### config.mk
export PLATFORM = sky130hd
export DESIGN_NAME = ef_smsdac_spi_feeder
export DESIGN_NICKNAME = d
export VERILOG_FILES = /design/src/rtl/ef_smsdac_spi_feeder.sv
export SDC_FILE = /design/constraint.sdc
export NUM_CORES = 1
export LEC_CHECK = 0
export CORE_ASPECT_RATIO = 1.5
export CORE_MARGIN = 5
export CORE_UTILIZATION = 50
export DETAILED_ROUTE_END_ITERATION = 8
export GPL_TIMING_DRIVEN = 0
export PLACE_DENSITY_LB_ADDON = 0.08
export SYNTH_ARGS = -nofsm -noshare
export SYNTH_HDL_FRONTEND = slang
export SYNTH_SLANG_ARGS = --single-unit
### constraint.sdc
create_clock -name clk -period 2.7 [get_ports clk]
set_input_delay 0.54 -clock clk [delete_from_list [all_inputs] [get_ports clk]]
set_output_delay 0.54 -clock clk [all_outputs]
set_load 0.02 [all_outputs]
### src/rtl/ef_smsdac_spi_feeder.sv
// Paced sample source for the mismatch-shaping DAC: 3-wire SPI slave into a small FIFO, or parallel bypass.
// d_out is registered (1 clk); no backpressure: a full FIFO drops words (ovf), an empty-FIFO tick holds d_out (udf).
module ef_smsdac_spi_feeder #(
  parameter int unsigned DEPTH     = 4,
  parameter logic [7:0]  RESET_VAL = 8'h80
) (
  input  logic                     clk,
  input  logic                     rst_b,
  input  logic                     spi_sclk,
  input  logic                     spi_cs_b,
  input  logic                     spi_mosi,
  input  logic [7:0]               d_par,
  input  logic                     src_sel,
  input  logic [7:0]               rate_div,
  input  logic                     clr_flags,
  output logic [7:0]               d_out,
  output logic [$clog2(DEPTH):0]   fifo_level,
  output logic                     ovf,
  output logic                     udf
);
  localparam int unsigned AW = $clog2(DEPTH);
  localparam logic [AW:0] FULL_LVL = (AW+1)'(DEPTH);
  localparam logic [AW:0] PTR_ONE  = (AW+1)'(1);

  logic             sclk_s1, sclk_s2, sclk_s3;
  logic             cs_b_s1, cs_b_s2;
  logic             mosi_s1, mosi_s2;
  // The 8th bit goes straight into the pushed word, so only 7 bits are stored.
  logic [6:0]       shift;
  logic [2:0]       bit_cnt;
  logic [7:0]       mem [DEPTH];
  logic [AW:0]      wr_ptr, rd_ptr, used;
  logic [7:0]       rate_cnt;
  logic [7:0]       rx_word;
  logic             sclk_rise, push_req, push, pop, tick, full, empty;

  assign sclk_rise = sclk_s2 & ~sclk_s3;
  assign rx_word   = {shift, mosi_s2};
  assign push_req  = sclk_rise & ~cs_b_s2 & (bit_cnt == 3'd7);
  assign used      = wr_ptr - rd_ptr;
  assign full      = (used == FULL_LVL);
  assign empty     = (wr_ptr == rd_ptr);
  assign tick      = src_sel & (rate_cnt >= rate_div);
  assign pop       = tick & ~empty;
  // A pop in the same cycle frees the slot, so a push into a full FIFO still lands.
  assign push      = push_req & (~full | pop);

  always_ff @(posedge clk) begin
    if (push) mem[wr_ptr[AW-1:0]] <= rx_word;
  end

  always_ff @(posedge clk) begin
    if (!rst_b) begin
      sclk_s1    <= 1'b0;
      sclk_s2    <= 1'b0;
      sclk_s3    <= 1'b0;
      cs_b_s1    <= 1'b1;
      cs_b_s2    <= 1'b1;
      mosi_s1    <= 1'b0;
      mosi_s2    <= 1'b0;
      shift      <= '0;
      bit_cnt    <= '0;
      wr_ptr     <= '0;
      rd_ptr     <= '0;
      rate_cnt   <= '0;
      d_out      <= RESET_VAL;
      fifo_level <= '0;
      ovf        <= 1'b0;
      udf        <= 1'b0;
    end else begin
      sclk_s1 <= spi_sclk;
      sclk_s2 <= sclk_s1;
      sclk_s3 <= sclk_s2;
      cs_b_s1 <= spi_cs_b;
      cs_b_s2 <= cs_b_s1;
      mosi_s1 <= spi_mosi;
      mosi_s2 <= mosi_s1;

      if (cs_b_s2) begin
        bit_cnt <= '0;
      end else if (sclk_rise) begin
        shift   <= rx_word[6:0];
        bit_cnt <= bit_cnt + 3'd1;
      end

      if (push) wr_ptr <= wr_ptr + PTR_ONE;
      if (pop)  rd_ptr <= rd_ptr + PTR_ONE;
      fifo_level <= used;

      if (!src_sel)  rate_cnt <= '0;
      else if (tick) rate_cnt <= '0;
      else           rate_cnt <= rate_cnt + 8'd1;

      if (!src_sel) d_out <= d_par;
      else if (pop) d_out <= mem[rd_ptr[AW-1:0]];

      ovf <= (ovf & ~clr_flags) | (push_req & ~push);
      udf <= (udf & ~clr_flags) | (tick & empty);
    end
  end
endmodule

## After elaboration in Yosys (flattened, before gate mapping)

Memory sizes are Yosys's and may differ from the RTL's. A register that Yosys moved wholly into a read port is not among the register bits.
Cells that the tools add are included.

- Reductions and logical operators: 3
- Equality and inequality tests: 4
- Muxes and demuxes: 6
- $lt $le $gt $ge: 1
- Bitwise gates (word level): 21
- $add $sub $neg: 5

Operators with widths:

| operator | number |
|---|---|
| 8-bit 2-to-1 mux | 2 |
| 1-bit AND | 10 |
| 3-bit by 1-bit adder with 3-bit output (second input constant) | 3 |
| 8-bit by 1-bit adder with 8-bit output (second input constant) | 1 |
| 8-bit greater-or-equal comparator | 1 |
| 1-bit NOT | 8 |
| 3-bit == test (second input constant) | 2 |
| 2-bit 2-to-1 mux | 2 |
| 3-bit == test | 1 |
| 1-bit bitwise OR | 3 |
| 3-bit OR reduction | 1 |
| 3-bit subtractor | 1 |
| 1-bit 2-to-1 mux | 2 |
| 2-bit by 1-bit inequality test with 1-bit output (second input constant) | 1 |
| 2-bit AND reduction | 1 |
| 2-bit OR reduction | 1 |

- Output and inout bits: 13
- Memories: 1
- Register bits: 44
- Bits in writable memories: 32

Memory list:

| memory | depth | bits a word | rd ports | clocked after memory_dff | wr ports | RTL line | source |
|---|---|---|---|---|---|---|---|
| mem | 4 | 8 | 1 | 1 | 1 | 31 | `logic [7:0] mem [DEPTH];` |

## Logic depth before layout (Yosys ltp)

Gate-level depths: netlist of the first run.

- Depth after elaboration: 8
- Depth in mapped cells: 8
- Depth with buffers taken out: 8

## Worst setup path before layout of the first run

No wires, ideal clock.

- Path kind: reg2reg
- From: register wr_ptr[0]
- To: memory mem[3][0], enable pin
- Slack: 42 ps
- Cell stages (with the launch flop): 8
- Path buffers: 0
- Period minus slack after synthesis: 2658 ps
- Arrival: 2267 ps
- Library setup time: 391 ps
- Cells stage by stage: dfxtp_1 -> inv_1 -> ha_1 -> fa_1 -> nand3b_1 -> mux2i_1 -> a21boi_4 -> a211oi_1

- Cells in the longest elaborated chain, start to end: 7
- Elaborated cells between the ends (all ways): 10

RTL lines:

| element | RTL line | source |
|---|---|---|
| start, declared | 32 | `logic [AW:0] wr_ptr, rd_ptr, used;` |
| start signal, assigned | 86 | `if (push) wr_ptr <= wr_ptr + PTR_ONE;` |
| 3-bit subtractor or 3-bit == test (tied branches) | 40, 42 |  |
| 3-bit == test or 1-bit NOT (tied branches) | 41, 44 |  |
| 1-bit NOT or 1-bit AND (tied branches) | 46, 44 |  |
| 1-bit bitwise OR | 46 | `assign push = push_req & (~full \| pop);` |
| 1-bit AND | 46 |  |
| 1-bit 2-to-1 mux | 49 | `if (push) mem[wr_ptr[AW-1:0]] <= rx_word;` |
| 1-bit 2-to-1 mux (not written as such) | 49 |  |
| end, declared | 31 |  |

Parallel ways exist; a longest one is shown, timed or not.

## Worst setup path in the final report of the first run

- From: input rate_div[7]
- To: memory mem[2][7], enable pin

- Cells in the longest elaborated chain, start to end: 7

RTL lines:

| element | RTL line | source |
|---|---|---|
| start, declared | 14 | `input logic [7:0] rate_div,` |
| 8-bit greater-or-equal comparator | 43 | `assign tick = src_sel & (rate_cnt >= rate_div);` |
| 1-bit AND | 43 |  |
| 1-bit AND | 44 | `assign pop = tick & ~empty;` |
| 1-bit bitwise OR | 46 |  |
| 1-bit AND | 46 |  |
| 1-bit 2-to-1 mux | 49 |  |
| 1-bit 2-to-1 mux (not written as such) | 49 |  |

Every way passes these cells.

==> impl_metrics.env, run 1 <==
export IMPL_drive_gt1_frac=0.127
export IMPL_grt_overflow=0
export IMPL_wl_met2_um=3110
export IMPL_slowest_stage="o31a_2"
export IMPL_ant_nets=0
export IMPL_cts_tree="built"
export IMPL_setup_viol=0
export IMPL_die_h_um=111
export IMPL_num_rows=36
export IMPL_fin_skew_ns=0.0153
export IMPL_grt_pass1_wl_um=10300
export IMPL_via_per_inst=5.34
export IMPL_cts_buffers=9
export IMPL_max_clock_path_buffers=2
export IMPL_die_area_um2=8520
export IMPL_yosys_warnings=0
export IMPL_netlist_cell_type_count=43
export IMPL_insertion_delay_ns=0.35
export IMPL_tightest_slew_ns=0.592
export IMPL_maxCapViolCount=0
export IMPL_layout_area_overhead_vs_synth_pct=20.8
export IMPL_ys_top_cells_by_area="edfxtp_1, dfxtp_1, ha_1, mux4_2, mux2i_1"
export IMPL_ir_drop_uv=412
export IMPL_drc=0
export IMPL_grt_total_usage=0.151
export IMPL_syn_inst=271
export IMPL_slew_violations=0
export IMPL_hold_viol_final=0
export IMPL_postRouteWirelength_um=6070
export IMPL_combPwrFrac=0.055
export IMPL_fin_nets=359
export IMPL_crit_path_start_kind="input port"
export IMPL_swShare=0.202
export IMPL_whs_ns=0.424
export IMPL_pwr_share_seq=0.537
export IMPL_firstDrtPassIters=4
export IMPL_synth_top_cell_by_area="edfxtp_1"
export IMPL_ys_ff_latch=78
export IMPL_arrival_ns=2.64
export IMPL_async_reset_ff_frac=0
export IMPL_grt_max_degree=14
export IMPL_dpl_hpwl_um=4400
export IMPL_maxUsedRoutingLayer="met4"
export IMPL_cts_root_buffer_cell="clkbuf_8"
export IMPL_num_io_pins=36
export IMPL_core_um2=6530
export IMPL_drt_met1_wl_um=2610
export IMPL_cp_cell_sequence="clkdlybuf4s50_1 > inv_1 > ha_1 > nand4_1 > o31a_2 > a211oi_4 > and2_4"
export IMPL_yosys_most_used_dff="dfxtp_1"
export IMPL_hold_path_class="reg -> reg"
export IMPL_start_util=0.516
export IMPL_wl_met3_um=256
export IMPL_relSlewSlack=0.604
export IMPL_first_iter_violations=77
export IMPL_routedWlPerCell_um=15.3
export IMPL_rrSetupSlack_ns=0.14
export IMPL_syn_nets=313
export IMPL_p_int_w=0.00184
export IMPL_grt_pass1_vias=2216
export IMPL_max_freq_mhz=384
export IMPL_timing_final_crit_share=0.964
export IMPL_finalCriticalPeriod_ns=2.60
export IMPL_yosysTopAreaCellShare=0.285
export IMPL_io_buffer_count=35
export IMPL_vias=2126
export IMPL_rsz0062_at_grt="false"
export IMPL_dieWidth_um=77.0
export IMPL_synthesis_area_um2=3370
export IMPL_powerDensity_nw_per_um2=566
export IMPL_clkPwrFrac=0.408
export IMPL_crit_required_ns=2.74
export IMPL_synth_edf_count=32
export IMPL_gp_routability_congestion=0.809
export IMPL_status="complete, no violations"
export IMPL_htree_levels=3
export IMPL_yosysSeqAreaShare=0.558
export IMPL_cts_sinks=78
export IMPL_totalPowerFinal_w=0.00230
export IMPL_path_clk_slew_ns=0.07
export IMPL_grt_antenna_before_repair=0
export IMPL_end_kind="flip-flop"
export IMPL_net_switching_power_w=0.000465
export IMPL_diodes=0
export IMPL_crit_type="in -> reg"
export IMPL_leakagePower_nw=1.45
export IMPL_ctsHoldBuffers=0
export IMPL_cpPeakStageDelay_ns=0.47
export IMPL_synth_avg_cell_area_um2=12.4
export IMPL_path_max_fanout=8
critical path: cells and delay by family:
family                   cells  cell delay (ns)
adder cells (fa/ha/maj)      1             0.30
AND/OR/NAND/NOR              2             0.46
buffers and inverters        2             0.51
AO/OA/AOI/OAI                2             0.84
final cells by class:
type                    count  area [µm²]
well taps                  76        95.1
inverters                  13        48.8
clock inverters             5        73.8
plain buffers              12        55.1
repair buffers             35         350
flip-flops and latches     78        1880
fillers                   538        2460
clock buffers              11         141
multi-input cells         168        1430
logic make-up after synthesis:
group,after synthesis,share of synthesized area
AO/OA/AOI/OAI,36,0.0802
XOR/XNOR,9,0.0256
adder cells (fa/ha/maj),19,0.0728
buffers and inverters,25,0.0308
flip-flops,78,0.558
multiplexers,24,0.101
AND/OR/NAND/NOR,80,0.131
power groups by stage:
stage | sequential (W) | clock (W) | combinational [W]
3_3_place_gp | 0.00127 | 0 | 0.000126
5_1_grt | 0.00124 | 0.00101 | 0.000139
2_1_floorplan | 0.00127 | 0 | 0.0000546
3_5_place_dp | 0.00127 | 0 | 0.000128
4_1_cts | 0.00124 | 0.000962 | 0.000129
6_report | 0.00124 | 0.000940 | 0.000126
through the flow:
stage                      util  area [µm²]  worst slack [ns]  TNS, ns  std cells
after floorplan               -        3370            0.0422        0        271
after global placement    0.584        3820            -0.983   -20.37        382
after detailed placement  0.585        3820            -0.503   -15.96        382
after CTS                 0.620        4050           -0.0192   -0.200        398
after global routing      0.623        4070           0.00174        0        398
final                     0.623        4070            0.0969        0        398
placed cells by master, fill, tap and decap left out, types with 3 or more instances in the layout:
cell	count
a21oi_1	3
a31oi_1	7
and2_1	6
and2_4	3
and3_1	4
clkbuf_1	8
clkbuf_8	10
clkdlybuf4s50_1	35
dfxtp_1	46
edfxtp_1	32
ha_1	18
inv_1	13
mux2i_1	15
mux4_2	8
nand2_1	12
nand2b_1	5
nand3_1	15
nor2_1	12
nor2b_1	11
o21ai_0	15
xnor2_1	3
xor2_1	5
sequential cells by signal, indices dropped and copies added, names as in the netlist, named ones only:
name,count
sclk_s1,1
mem,32
cs_b_s1,1
shift,7
sclk_s2,1
ovf,1
d_out,8
mosi_s1,1
rate_cnt,8
wr_ptr,3
rd_ptr,3
sclk_s3,1
udf,1
cs_b_s2,1
bit_cnt,3
fifo_level,3
mosi_s2,1
final timing paths:
path          startpoint        end  cells after the start
min reg2reg      cs_b_s1    cs_b_s2                      1
max reg2reg    wr_ptr[0]  mem[2][7]                      8
min              cs_b_s1    cs_b_s2                      1
max          rate_div[7]  mem[2][7]                      7
what timing repair did:
item	4_1_cts	5_1_grt
setup endpoints to repair	33	24
pin swaps	0	1
resized for setup	7	3
endpoints found under the hold margin	0	0
setup buffers	0	0
Yosys cell counts, types with 3 or more instances:
library cell / number
nand2_1: 12
inv_1: 13
ha_1: 18
nor2b_1: 11
dfxtp_1: 46
mux2i_1: 16
o21ai_0: 15
mux4_2: 8
clkbuf_1: 7
and2_1: 9
nand3_1: 15
xnor2_1: 3
a21oi_1: 3
xor2_1: 5
and3_1: 4
edfxtp_1: 32
nand2b_1: 5
nor2_1: 12
a31oi_1: 7
routing by layer:
metal	up-vias	track usage
met1	1026	0.172
met4	0	0.0631
li1	1062	-
met2	33	0.256
met5	-	0
met3	5	0.0489
Note: power is estimated with default switching activity, not from simulation.
==> inputs of run 2 (changes only) <==
--- a/config.mk
+++ b/config.mk
@@ -7,10 +7,11 @@
 export LEC_CHECK = 0
 export CORE_ASPECT_RATIO = 1.5
 export CORE_MARGIN = 5
-export CORE_UTILIZATION = 50
+export CORE_UTILIZATION = 40
 export DETAILED_ROUTE_END_ITERATION = 8
 export GPL_TIMING_DRIVEN = 0
 export PLACE_DENSITY_LB_ADDON = 0.08
 export SYNTH_ARGS = -nofsm -noshare
 export SYNTH_HDL_FRONTEND = slang
 export SYNTH_SLANG_ARGS = --single-unit
+export TNS_END_PERCENT = 1
==> impl_metrics.env, run 2 (synthesis gave the netlist of run 1 again) <==
export IMPL_cts_tree="built"
export IMPL_powerDensity_nw_per_um2=585
export IMPL_cts_buffers=9
export IMPL_cp_endpoint="mem[2][3]"
export IMPL_leakagePower_nw=1.48
export IMPL_ir_drop_uv=418
export IMPL_r2r_start="wr_ptr[0]"
export IMPL_final_cell_mix="dfxtp_1, clkdlybuf4s50_1, edfxtp_1"
export IMPL_fin_skew_ns=0.00545
export IMPL_maxCapViolCount=0
export IMPL_end_kind="flip-flop"
export IMPL_maxUsedRoutingLayer="met4"
export IMPL_relSlewSlack=0.661
export IMPL_grt_max_degree=14
export IMPL_dieWidth_um=85.0
export IMPL_rsz0062_at_grt="false"
export IMPL_final_common_cell="dfxtp_1"
export IMPL_hold_viol_final=0
export IMPL_rrSetupSlack_ns=0.15
export IMPL_net_switching_power_w=0.000515
export IMPL_swShare=0.211
export IMPL_cts_root_buffer_cell="clkbuf_16"
export IMPL_routedWlPerCell_um=16.0
export IMPL_finalCriticalPeriod_ns=2.58
export IMPL_totalPowerFinal_w=0.00244
export IMPL_clkPwrFrac=0.438
export IMPL_cts_sinks=78
export IMPL_io_buffer_count=35
export IMPL_wl_met3_um=290
export IMPL_num_rows=41
export IMPL_arrival_ns=2.62
export IMPL_crit_type="in -> reg"
export IMPL_slew_violations=0
export IMPL_htree_levels=3
export IMPL_gp_routability_congestion=0.747
export IMPL_vias=2145
export IMPL_path_clk_slew_ns=0.06
export IMPL_fin_ws_ns=0.116
export IMPL_timing_final_crit_share=0.957
export IMPL_dpl_hpwl_um=5080
export IMPL_drc=0
export IMPL_drive_gt1_frac=0.132
export IMPL_p_int_w=0.00192
export IMPL_layout_area_overhead_vs_synth_pct=23.5
export IMPL_whs_ns=0.412
export IMPL_tightest_slew_ns=0.509
export IMPL_path_max_fanout=8
export IMPL_crit_path_start_kind="input port"
export IMPL_pwr_share_seq=0.509
export IMPL_largest_reg_flops=32
export IMPL_crit_required_ns=2.73
export IMPL_combPwrFrac=0.052
export IMPL_via_per_inst=4.97
export IMPL_grt_antenna_before_repair=0
export IMPL_insertion_delay_ns=0.33
export IMPL_wl_met2_um=3800
export IMPL_first_iter_violations=81
export IMPL_die_area_um2=10400
export IMPL_drt_met1_wl_um=2740
export IMPL_max_freq_mhz=387
export IMPL_pre_cts_slack_ns=-0.678
export IMPL_postRouteWirelength_um=6920
export IMPL_status="complete, no violations"
export IMPL_num_io_pins=36
export IMPL_grt_overflow=0
export IMPL_core_um2=8310
export IMPL_fill_cells=765
export IMPL_cp_startpoint="rate_div[7]"
export IMPL_firstDrtPassIters=6
export IMPL_rr_worst_depth=8
export IMPL_setup_viol=0
export IMPL_max_clock_path_buffers=2
export IMPL_grt_pass1_vias=2150
export IMPL_fin_nets=362
export IMPL_diodes=0
export IMPL_grt_pass1_wl_um=11100
export IMPL_die_h_um=122
export IMPL_start_util=0.406
export IMPL_ant_nets=0
export IMPL_hold_path_class="reg -> reg"
export IMPL_ctsHoldBuffers=0
export IMPL_grt_total_usage=0.143
export IMPL_r2r_end="mem[2][3]"
==> run 2: cell count changes in the layout (fill, tap and decap cells not counted), sizes merged <==
cell      previous run  this run
clkbuf              18        19
clkinv               3         2
bufinv               2         0
buf                  5         8
clkinvlp             0         2
==> run 2: layer usage <==
metal | up-vias | track usage
li1 | 1075 | -
met5 | - | 0
met2 | 40 | 0.253
met4 | 0 | 0.0624
met3 | 7 | 0.0463
met1 | 1023 | 0.154
==> run 2: what timing repair did <==
action	CTS	global route
pin swaps	0	1
setup endpoints to repair	24	32
setup buffers	0	2
gates resized for setup	5	3
==> run 2: stage by stage <==
stage	utilization	cell area (µm²)	instances	TNS, ns
CTS	0.498	4140	430	-1.13
global placement	0.464	3850	413	-25.49
detailed placement	0.465	3870	414	-18.05
floorplan	-	3370	271	0
finish	0.501	4160	432	0
global route	0.501	4160	432	0
==> run 2: how the worst min path moves through the flow <==
stage | start | endpoint | slack (ns) | depth (start not counted)
floorplan | cs_b_s1 | cs_b_s2 | 0.39 | 1
global placement | cs_b_s1 | cs_b_s2 | 0.39 | 1
detailed placement | cs_b_s1 | cs_b_s2 | 0.41 | 1
CTS | cs_b_s1 | cs_b_s2 | 0.42 | 1
global route | cs_b_s1 | cs_b_s2 | 0.42 | 1
finish | cs_b_s1 | cs_b_s2 | 0.41 | 1
==> run 2: final cells by class <==
class	instances	area, µm²	area share
Sequential cell	78	1880	0.452
Tap cell	107	134	0.0322
Inverter	13	48.8	0.0117
Buffer	12	55.1	0.0132
Clock buffer	12	236	0.0568
Timing Repair Buffer	38	373	0.0896
Multi-Input combinational cell	168	1410	0.338
Clock inverter	4	25.0	0.00601
==> run 2: worst max-delay path, stage by stage <==
cell             delay [ns]
clkdlybuf4s50_1        0.46
inv_1                  0.04
ha_1                   0.30
nand4_1                0.20
o31a_2                 0.47
a211oi_4               0.31
and2_4                 0.29
==> run 2: power by group through the flow <==
stage                     Sequential (W)  Combinational (W)  Clock [W]
final                            0.00124           0.000128    0.00107
after global routing             0.00124           0.000141    0.00116
after CTS                        0.00124           0.000130    0.00110
after detailed placement         0.00127           0.000129          0
after global placement           0.00127           0.000129          0
after floorplan                  0.00127          0.0000546          0
==> inputs of run 3 (changes only) <==
--- a/config.mk
+++ b/config.mk
@@ -14,4 +14,3 @@
 export SYNTH_ARGS = -nofsm -noshare
 export SYNTH_HDL_FRONTEND = slang
 export SYNTH_SLANG_ARGS = --single-unit
-export TNS_END_PERCENT = 1
==> results of run 3 <==
Same layout as run 2: the final DEF is identical, and so are final timing and power.
